### config.mk
export PLATFORM = sky130hd
export DESIGN_NAME = filter_boundary_pad
export DESIGN_NICKNAME = d
export VERILOG_FILES = /design/src/rtl/filter_pkg.sv /design/src/rtl/filter_boundary_pad.sv
export SDC_FILE = /design/constraint.sdc
export NUM_CORES = 1
export LEC_CHECK = 0
export CAP_MARGIN = 20
export CORE_MARGIN = 5
export CORE_UTILIZATION = 50
export DETAILED_ROUTE_END_ITERATION = 6
export DONT_BUFFER_PORTS = 1
export PLACE_DENSITY_LB_ADDON = 0.2
export SYNTH_ARGS = -nofsm -noshare
export SYNTH_HDL_FRONTEND = slang
export SYNTH_SLANG_ARGS = --single-unit
### constraint.sdc
create_clock -name clk -period 3.4 [get_ports clk]
set_input_delay 0.51 -clock clk [delete_from_list [all_inputs] [get_ports clk]]
set_output_delay 0.51 -clock clk [all_outputs]
set_load 0.1 [all_outputs]
### src/rtl/filter_pkg.sv
// Shared definitions for the line-buffer filter front end: pad FSM encodings
// and the kernel-to-border width relation used by the pad and line FIFOs.
package filter_pkg;

    typedef enum logic [2:0] {
        S_IDLE   = 3'd0,
        S_PADROW = 3'd1,
        S_LEAD   = 3'd2,
        S_DATA   = 3'd3,
        S_TRAIL  = 3'd4,
        S_FLUSH  = 3'd5
    } pad_state_t;

    function automatic int boundary_width(input int kernel_size);
        return (kernel_size - 1) / 2;
    endfunction

endpackage

### src/rtl/filter_boundary_pad.sv
// Wraps each raster frame in a B-pixel zero border and appends flush zeros.
// Latency: accepted pixel appears on oData/oValid 1 cycle later (registered).
// Backpressure: iReady high only while streaming image pixels; no downstream stall.
module filter_boundary_pad
    import filter_pkg::*;
#(
    parameter int width        = 320,
    parameter int height       = 240,
    parameter int kernel_size  = 3,
    parameter int flush_pixels = 12
) (
    input  logic        clk,
    input  logic        reset,
    input  logic        iValid,
    output logic        iReady,
    input  logic [23:0] iData,
    output logic        oValid,
    output logic [23:0] oData,
    output logic        oDone
);

    localparam int boundary_width_c = boundary_width(kernel_size);
    localparam int TW = width + 2 * boundary_width_c;
    localparam int TH = height + 2 * boundary_width_c;
    localparam int CW = $clog2(TW + 1);
    localparam int RW = $clog2(TH + 1);
    localparam int FW = (flush_pixels > 0) ? $clog2(flush_pixels + 1) : 1;

    localparam logic [CW-1:0] COL_LAST  = CW'(TW - 1);
    localparam logic [CW-1:0] LEAD_LAST = CW'(boundary_width_c - 1);
    localparam logic [CW-1:0] DATA_LAST = CW'(boundary_width_c + width - 1);
    localparam logic [RW-1:0] ROW_TOP   = RW'(boundary_width_c);
    localparam logic [RW-1:0] ROW_IMG   = RW'(boundary_width_c + height);
    localparam logic [RW-1:0] ROW_ALL   = RW'(TH);
    localparam logic [FW-1:0] FLUSH_LAST = FW'(flush_pixels - 1);

    pad_state_t    state, state_nxt, eor_nxt, frame_end_nxt;
    logic [CW-1:0] col_cnt;
    logic [RW-1:0] row_cnt, row_inc;
    logic [FW-1:0] flush_cnt;
    logic          accept, col_wrap, row_done, flush_last, emit_grid;

    always_comb begin
        iReady        = (state == S_DATA);
        accept        = iReady && iValid;
        col_wrap      = (col_cnt == COL_LAST);
        row_inc       = row_cnt + 1'b1;
        row_done      = (row_inc == ROW_ALL);
        flush_last    = (flush_cnt == FLUSH_LAST);
        emit_grid     = (state == S_PADROW) || (state == S_LEAD) ||
                        (state == S_TRAIL) || accept;
        frame_end_nxt = (flush_pixels > 0) ? S_FLUSH : S_IDLE;
        // End of an image row: more image rows, bottom border, or (B=0) frame end.
        if (row_inc == ROW_IMG)
            eor_nxt = (boundary_width_c > 0) ? S_PADROW : frame_end_nxt;
        else
            eor_nxt = (boundary_width_c > 0) ? S_LEAD : S_DATA;

        state_nxt = state;
        case (state)
            S_IDLE:   if (iValid) state_nxt = (boundary_width_c > 0) ? S_PADROW : S_DATA;
            S_PADROW: if (col_wrap) begin
                          if (row_inc == ROW_TOP)  state_nxt = S_LEAD;
                          else if (row_done)       state_nxt = frame_end_nxt;
                      end
            S_LEAD:   if (col_cnt == LEAD_LAST) state_nxt = S_DATA;
            S_DATA:   if (accept && (col_cnt == DATA_LAST))
                          state_nxt = (boundary_width_c > 0) ? S_TRAIL : eor_nxt;
            S_TRAIL:  if (col_wrap) state_nxt = eor_nxt;
            S_FLUSH:  if (flush_last) state_nxt = S_IDLE;
            default:  state_nxt = S_IDLE;
        endcase
    end

    always_ff @(posedge clk or negedge reset) begin
        if (!reset) begin
            state     <= S_IDLE;
            col_cnt   <= '0;
            row_cnt   <= '0;
            flush_cnt <= '0;
            oValid    <= 1'b0;
            oData     <= '0;
            oDone     <= 1'b0;
        end else begin
            state  <= state_nxt;
            oValid <= 1'b0;
            oData  <= '0;
            oDone  <= 1'b0;
            if (state == S_IDLE) begin
                col_cnt   <= '0;
                row_cnt   <= '0;
                flush_cnt <= '0;
            end
            // Every padded-grid pixel advances the column; the last column closes the row.
            if (emit_grid) begin
                oValid <= 1'b1;
                if (accept) oData <= iData;
                if (col_wrap) begin
                    col_cnt <= '0;
                    if (row_done) begin
                        row_cnt <= '0;
                        oDone   <= (flush_pixels == 0);
                    end else begin
                        row_cnt <= row_inc;
                    end
                end else begin
                    col_cnt <= col_cnt + 1'b1;
                end
            end
            if (state == S_FLUSH) begin
                oValid <= 1'b1;
                if (flush_last) begin
                    flush_cnt <= '0;
                    oDone     <= 1'b1;
                end else begin
                    flush_cnt <= flush_cnt + 1'b1;
                end
            end
        end
    end

endmodule

* Word level (Yosys, flattened, before mapping)
Index checks and enable logic that the tools add are counted.
** Storage, ports and cells
- Word-level logic and storage cells :: 64
- Register bits :: 50
- Output and inout bits :: 27
** Cells by class
- Reduce and logical (&&, ||, !) cells :: 10
- Add/sub/neg operators :: 3
- Equality and inequality tests :: 18
- Mux-type cells :: 26
** Operators with widths (count)
- two-way mux 24 bit :: 2
- two-way mux 8 bit :: 4
- two-way mux 9 bit :: 3
- two-way mux 3 bit :: 8
- equality test 9 bit, second input constant :: 2
- one-hot mux 3 bit (6 select lines) :: 1
- equality test 8 bit, second input constant :: 2
- two-way mux 4 bit :: 3
- adder 9 x 1 -> 9 bit, second input constant :: 1
- logical NOT 9 bit :: 1
- adder 8 x 1 -> 8 bit, second input constant :: 1
- equality test 8 x 1 -> 1 bit, second input constant :: 1
- != test 2 bit, second input constant :: 4
- AND reduction 7 bit :: 1
- equality test 3 x 2 -> 1 bit, second input constant :: 2
- equality test 3 bit, second input constant :: 2
- adder 4 x 1 -> 4 bit, second input constant :: 1
- equality test 4 bit, second input constant :: 1
- two-way mux 1 bit :: 4
- != test 2 x 1 -> 1 bit, second input constant :: 2
- nonzero test 2 bit :: 2
- equality test 3 x 1 -> 1 bit, second input constant :: 1
- logical NOT 3 bit :: 1
- logical OR 1 bit :: 3
- 3 further kinds :: 4

* Logic depth before layout (Yosys ltp)
- Depth after elaboration :: 6
- Gate-level depth with buffers :: 8
- Depth with buffers taken out :: 7

* Worst setup path after synthesis
Ideal clock, no wire load.
- Kind :: flip-flop to flip-flop
- Start point :: register col_cnt[1]
- End point :: register col_cnt[5]
- Arrival time :: 2.002 ns
- Slack :: 1.280 ns
- Setup time :: 0.118 ns
- Clock period less this slack :: 2.120 ns
- Required time :: 3.282 ns
- Stages on the path, launching flop included :: 9
- Cell sequence :: dfrtp_1 > inv_1 > ha_1 > or4b_4 > or4_4 > nand4_2 > buf_6 > o21ai_1 > a21o_1
** On the way
- Word-level cells in the longest chain between the ends :: 3
** RTL lines
- start, declared :: line filter_boundary_pad.sv:38 : logic [CW-1:0] col_cnt;
- start signal, assigned :: line filter_boundary_pad.sv:107 : col_cnt <= col_cnt + 1'b1;
- adder 9 x 1 -> 9 bit / equality test 9 bit (equally long branches) :: line filter_boundary_pad.sv:107, filter_boundary_pad.sv:46
- two-way mux 9 bit * :: line filter_boundary_pad.sv:98 : if (col_wrap) begin
- two-way mux 9 bit * :: line filter_boundary_pad.sv:95 : if (emit_grid) begin
Mark *: on every way between the ends. The rest lies on a longest branch, timed or not.
A chain may end at the register's enable or synchronous reset.

* Worst setup path in the final report
- Start point :: register row_cnt[0]
- End point :: register state[1]
** On the way
- Word-level cells in the longest chain between the ends :: 5
** RTL lines
- start, declared :: line filter_boundary_pad.sv:39 : logic [RW-1:0] row_cnt, row_inc;
- start signal, assigned :: line filter_boundary_pad.sv:104 : row_cnt <= row_inc;
- adder 8 x 1 -> 8 bit * :: line filter_boundary_pad.sv:47 : row_inc = row_cnt + 1'b1;
- equality test 8 bit / equality test 8 x 1 -> 1 bit (equally long branches) :: line filter_boundary_pad.sv:54, filter_boundary_pad.sv:63
- two-way mux 2 bit / two-way mux 3 bit (equally long branches) :: line filter_boundary_pad.sv:54, filter_boundary_pad.sv:63
- two-way mux 3 bit, on equally long branches :: line filter_boundary_pad.sv:69, filter_boundary_pad.sv:62
- one-hot mux 3 bit (6 select lines) :: line filter_boundary_pad.sv:60 : case (state)
- end signal, assigned :: line filter_boundary_pad.sv:85 : state <= state_nxt;
- end, declared :: line filter_boundary_pad.sv:37 : pad_state_t state, state_nxt, eor_nxt, frame_end_nxt;
Mark *: on every way between the ends. The rest lies on a longest branch, timed or not. The select of a mux whose other input is x is not followed.

==> impl_metrics.csv <==
group,metric,value,unit
drt,drc,0,
layout,fillers,467,
synthesis,synth-xor-area-share,2.038,%
drt,wl_per_cell,15.31,µm
timing,fmax,429.0,MHz
power_and_ir_drop,vdd_drop_max,0.4129,mV
synthesis,syn_area,2579,µm²
drt,finalWirelength,4806,µm
synthesis,synthMuxAreaShare,1.262,%
worst_setup_path,worstPathCellList,"ha_1, nand3_1, xnor2_1, a2111oi_0, o21ai_0, a31o_2",
layout,area_growth,6.162,%
floorplanning,num_rows,26,
layout,layout_common_cells,"dfrtp_1 (50), and2_1 (27), nand2_1 (17)",
timing,whs,0.04086,ns
synthesis,post_synth_num_cell_types,61,
synthesis,synthAdderAreaFrac,3.396,%
worst_setup_path,required,3.60,ns
timing,fin_crit_sh,68.55,%
power_and_ir_drop,combPwrFrac,9.8,%
power_and_ir_drop,p_leak,1.240,nW
synthesis,synth-edff-count,0,
worst_setup_path,crit_arrival,2.53,ns
floorplanning,ios,54,
synthesis,ys_warn_count,0,
clock_tree,postCtsSetupRepairBufs,0,
clock_tree,htreeDepth,2,
layout,fin_nets,277,
synthesis,synth_fp_nets,276,
clock_tree,clk_pin_slew,0.10,ns
timing,rsz0062_at_grt,"false",
drt,ant_nets,0,
worst_setup_path,reg2reg_depth,6,
worst_setup_path,slowest_stage,"a2111oi_0",
run_status,status,"completed",
place,place_area,2619,µm²
place,dpl.hpwl,3438,µm
synthesis,synthesis.instances,242,
layout,fin_area,2738,µm²
global_route,grt_overflow,0,
floorplanning,die_h,81.82,µm
synthesis,synth_top_family_by_area,"simple AND/OR/NAND/NOR gates",
global_route,antenna_found_initial,0,
worst_setup_path,cp_max_fo,9,
clock_tree,cts.sinks,50,
timing,maxSlewViolCount,0,
drt,dr.pass1.iters,4,
floorplanning,die-area,6694,µm²
layout,multiInputGateArea,1239,µm²
layout,seq_area,1251,µm²
worst_setup_path,worst-setup-path-type,"reg -> reg",
power_and_ir_drop,p_seq_share,59.7,%
clock_tree,clock-root-buffer,"clkbuf_8",
timing,skew,0.007912,ns
clock_tree,cts_buffer_depth,2,
floorplanning,core,5042,µm²
place,place.gp.congestion,0.8224,
synthesis,ys_ff_latch,50,
flow_run,cap_viol_max_count,0,
layout,layout_commonest_cell,"dfrtp_1",
clock_tree,tritoncts,"built",
synthesis,synth_flop_cell,"dfrtp_1",
global_route,grt_max_degree,51,
worst_setup_path,cpPeakStageDelay,0.54,ns
floorplanning,start_util,51.14,%
timing,fin_crit,2.331,ns
power_and_ir_drop,pwr-share-clk,30.6,%
drt,via_count,1730,
synthesis,synthArstFlopShare,100.0,%
layout,drive_above_1_share,12.30,%
worst_setup_path,setup.worst_path.end_class,"flip-flop",
clock_tree,clock_latency,0.31,ns
power_and_ir_drop,sw_frac_of_total,27.93,%
power_and_ir_drop,p_sw,0.3244,mW
floorplanning,dieWidth,81.82,µm
global_route,grt_pass1_wl,8238,µm
drt,viasPerCell,5.510,
timing,hold_violations,0,
synthesis,syn_area_per_cell,10.66,µm²
layout,post-route-util,54.29,%
min_path,min_path_type,"in -> async",
timing,worst_slew_pin_slew,0.8876,ns
synthesis,yosysSeqAreaShare,48.52,%
layout,diodes,0,
place,io_buffer_count,0,
power_and_ir_drop,intPower,0.8373,mW
global_route,grt_pass1_vias,1642,
drt,drt-initial-drc-count,95,
power_and_ir_drop,p_per_area,424.3,nW/µm²
global_route,grt_use_total,16.03,%
clock_tree,cts_buffers,5,
timing,fin_tns_setup,0,ns
synthesis,synthSimpleGateAreaFrac,25.81,%
synthesis,synth_compound_area_share,15.53,%
worst_setup_path,crit_path_start_kind,"flip-flop",
timing,finalSetupViolCount,0,
timing,slew_headroom,40.86,%
[worst paths after layout]
kind / start / slack, ns / endpoint
max: row_cnt[0] / 1.07 / state[1]
min: reset / 0.04 / oData[14]
max reg2reg: row_cnt[0] / 1.07 / state[1]
min reg2reg: flush_cnt[0] / 0.53 / flush_cnt[0]
max in group asynchronous: reset / 3.15 / state[1]
min in group clk: iData[20] / 0.32 / oData[20]
[stage by stage]
| step | cells | power [mW] | setup slack [ns] |
|---|---|---|---|
| after detailed placement | 305 | 0.8039 | 1.066 |
| after global routing | 314 | 1.233 | 0.8540 |
| final | 314 | 1.162 | 1.069 |
| after floorplan | 242 | 0.7735 | 1.280 |
| after CTS | 314 | 1.177 | 1.042 |
| after global placement | 305 | 0.8008 | 1.165 |
[power groups by stage]
stage               registers [mW]  clock network (mW)  logic, mW
floorplan                    0.687                   0     0.0870
global placement             0.702                   0     0.0989
detailed placement           0.703                   0      0.100
CTS                          0.691               0.370      0.116
global route                 0.703               0.398      0.133
finish                       0.693               0.355      0.113
[worst max-delay path: cells and delay by family, from the launching register on]
kind | cells | cell delay [ns]
simple gates | 1 | 0.23
fa+ha+maj | 1 | 0.30
xor+xnor | 1 | 0.26
compound gates | 3 | 0.95
flops | 1 | 0.49
[flip-flops by register name, indices dropped and copies added, names as in the netlist]
| register | count |
|---|---|
| col_cnt | 9 |
| flush_cnt | 4 |
| oData | 24 |
| oDone | 1 |
| oValid | 1 |
| row_cnt | 8 |
| state | 3 |
[metal layers]
metal  routed length, µm  GRT usage [%]
met1                2227          21.75
met2                2338          25.20
met3                 222          5.044
met4                  17          3.488
met5                   0              0
[cell families after synthesis]
family / count (synthesis)
adder cells (fa/ha/maj): 7
AND/OR/NAND/NOR: 107
multiplexers: 3
XOR/XNOR: 6
buffers and inverters: 17
flip-flops: 50
AO/OA/AOI/OAI: 52
[cell usage after synthesis (all sizes together) (2+ instances only)]
master / number / area (µm²)
nor2b: 4 / 25.02
clkbuf: 6 / 32.53
and4: 2 / 17.52
nand2: 17 / 63.81
and2: 28 / 176.4
mux2: 2 / 22.52
nor4: 4 / 40.04
and3: 9 / 58.80
o21ai: 17 / 96.35
nor2: 10 / 37.54
ha: 7 / 87.58
o31ai: 3 / 22.52
a21o: 5 / 37.54
dfrtp: 50 / 1251
inv: 9 / 33.78
a211oi: 2 / 27.53
xnor2: 4 / 35.03
nor3b: 3 / 22.52
a2111oi: 3 / 45.05
and2b: 2 / 17.52
nor3: 7 / 35.03
buf: 2 / 22.52
nand3: 6 / 30.03
a21oi: 6 / 33.78
xor2: 2 / 17.52
nand3b: 2 / 15.01
nand4: 6 / 58.80
a22o: 2 / 17.52
[final cells by class]
cell class / instances / share of cell area [%]
tap: 70 / 3.199
clock inverter: 3 / 0.8227
clock buffer: 5 / 2.514
inverter: 9 / 1.234
timing repair buffer: 2 / 1.280
multi-input combinational: 175 / 45.25
sequential: 50 / 45.70
[timing repair]
action	in CTS	in global routing
endpoints found under the hold margin	50	0
hold buffers	1	0
resized for setup	0	0
(Power assumes the default switching activity.)
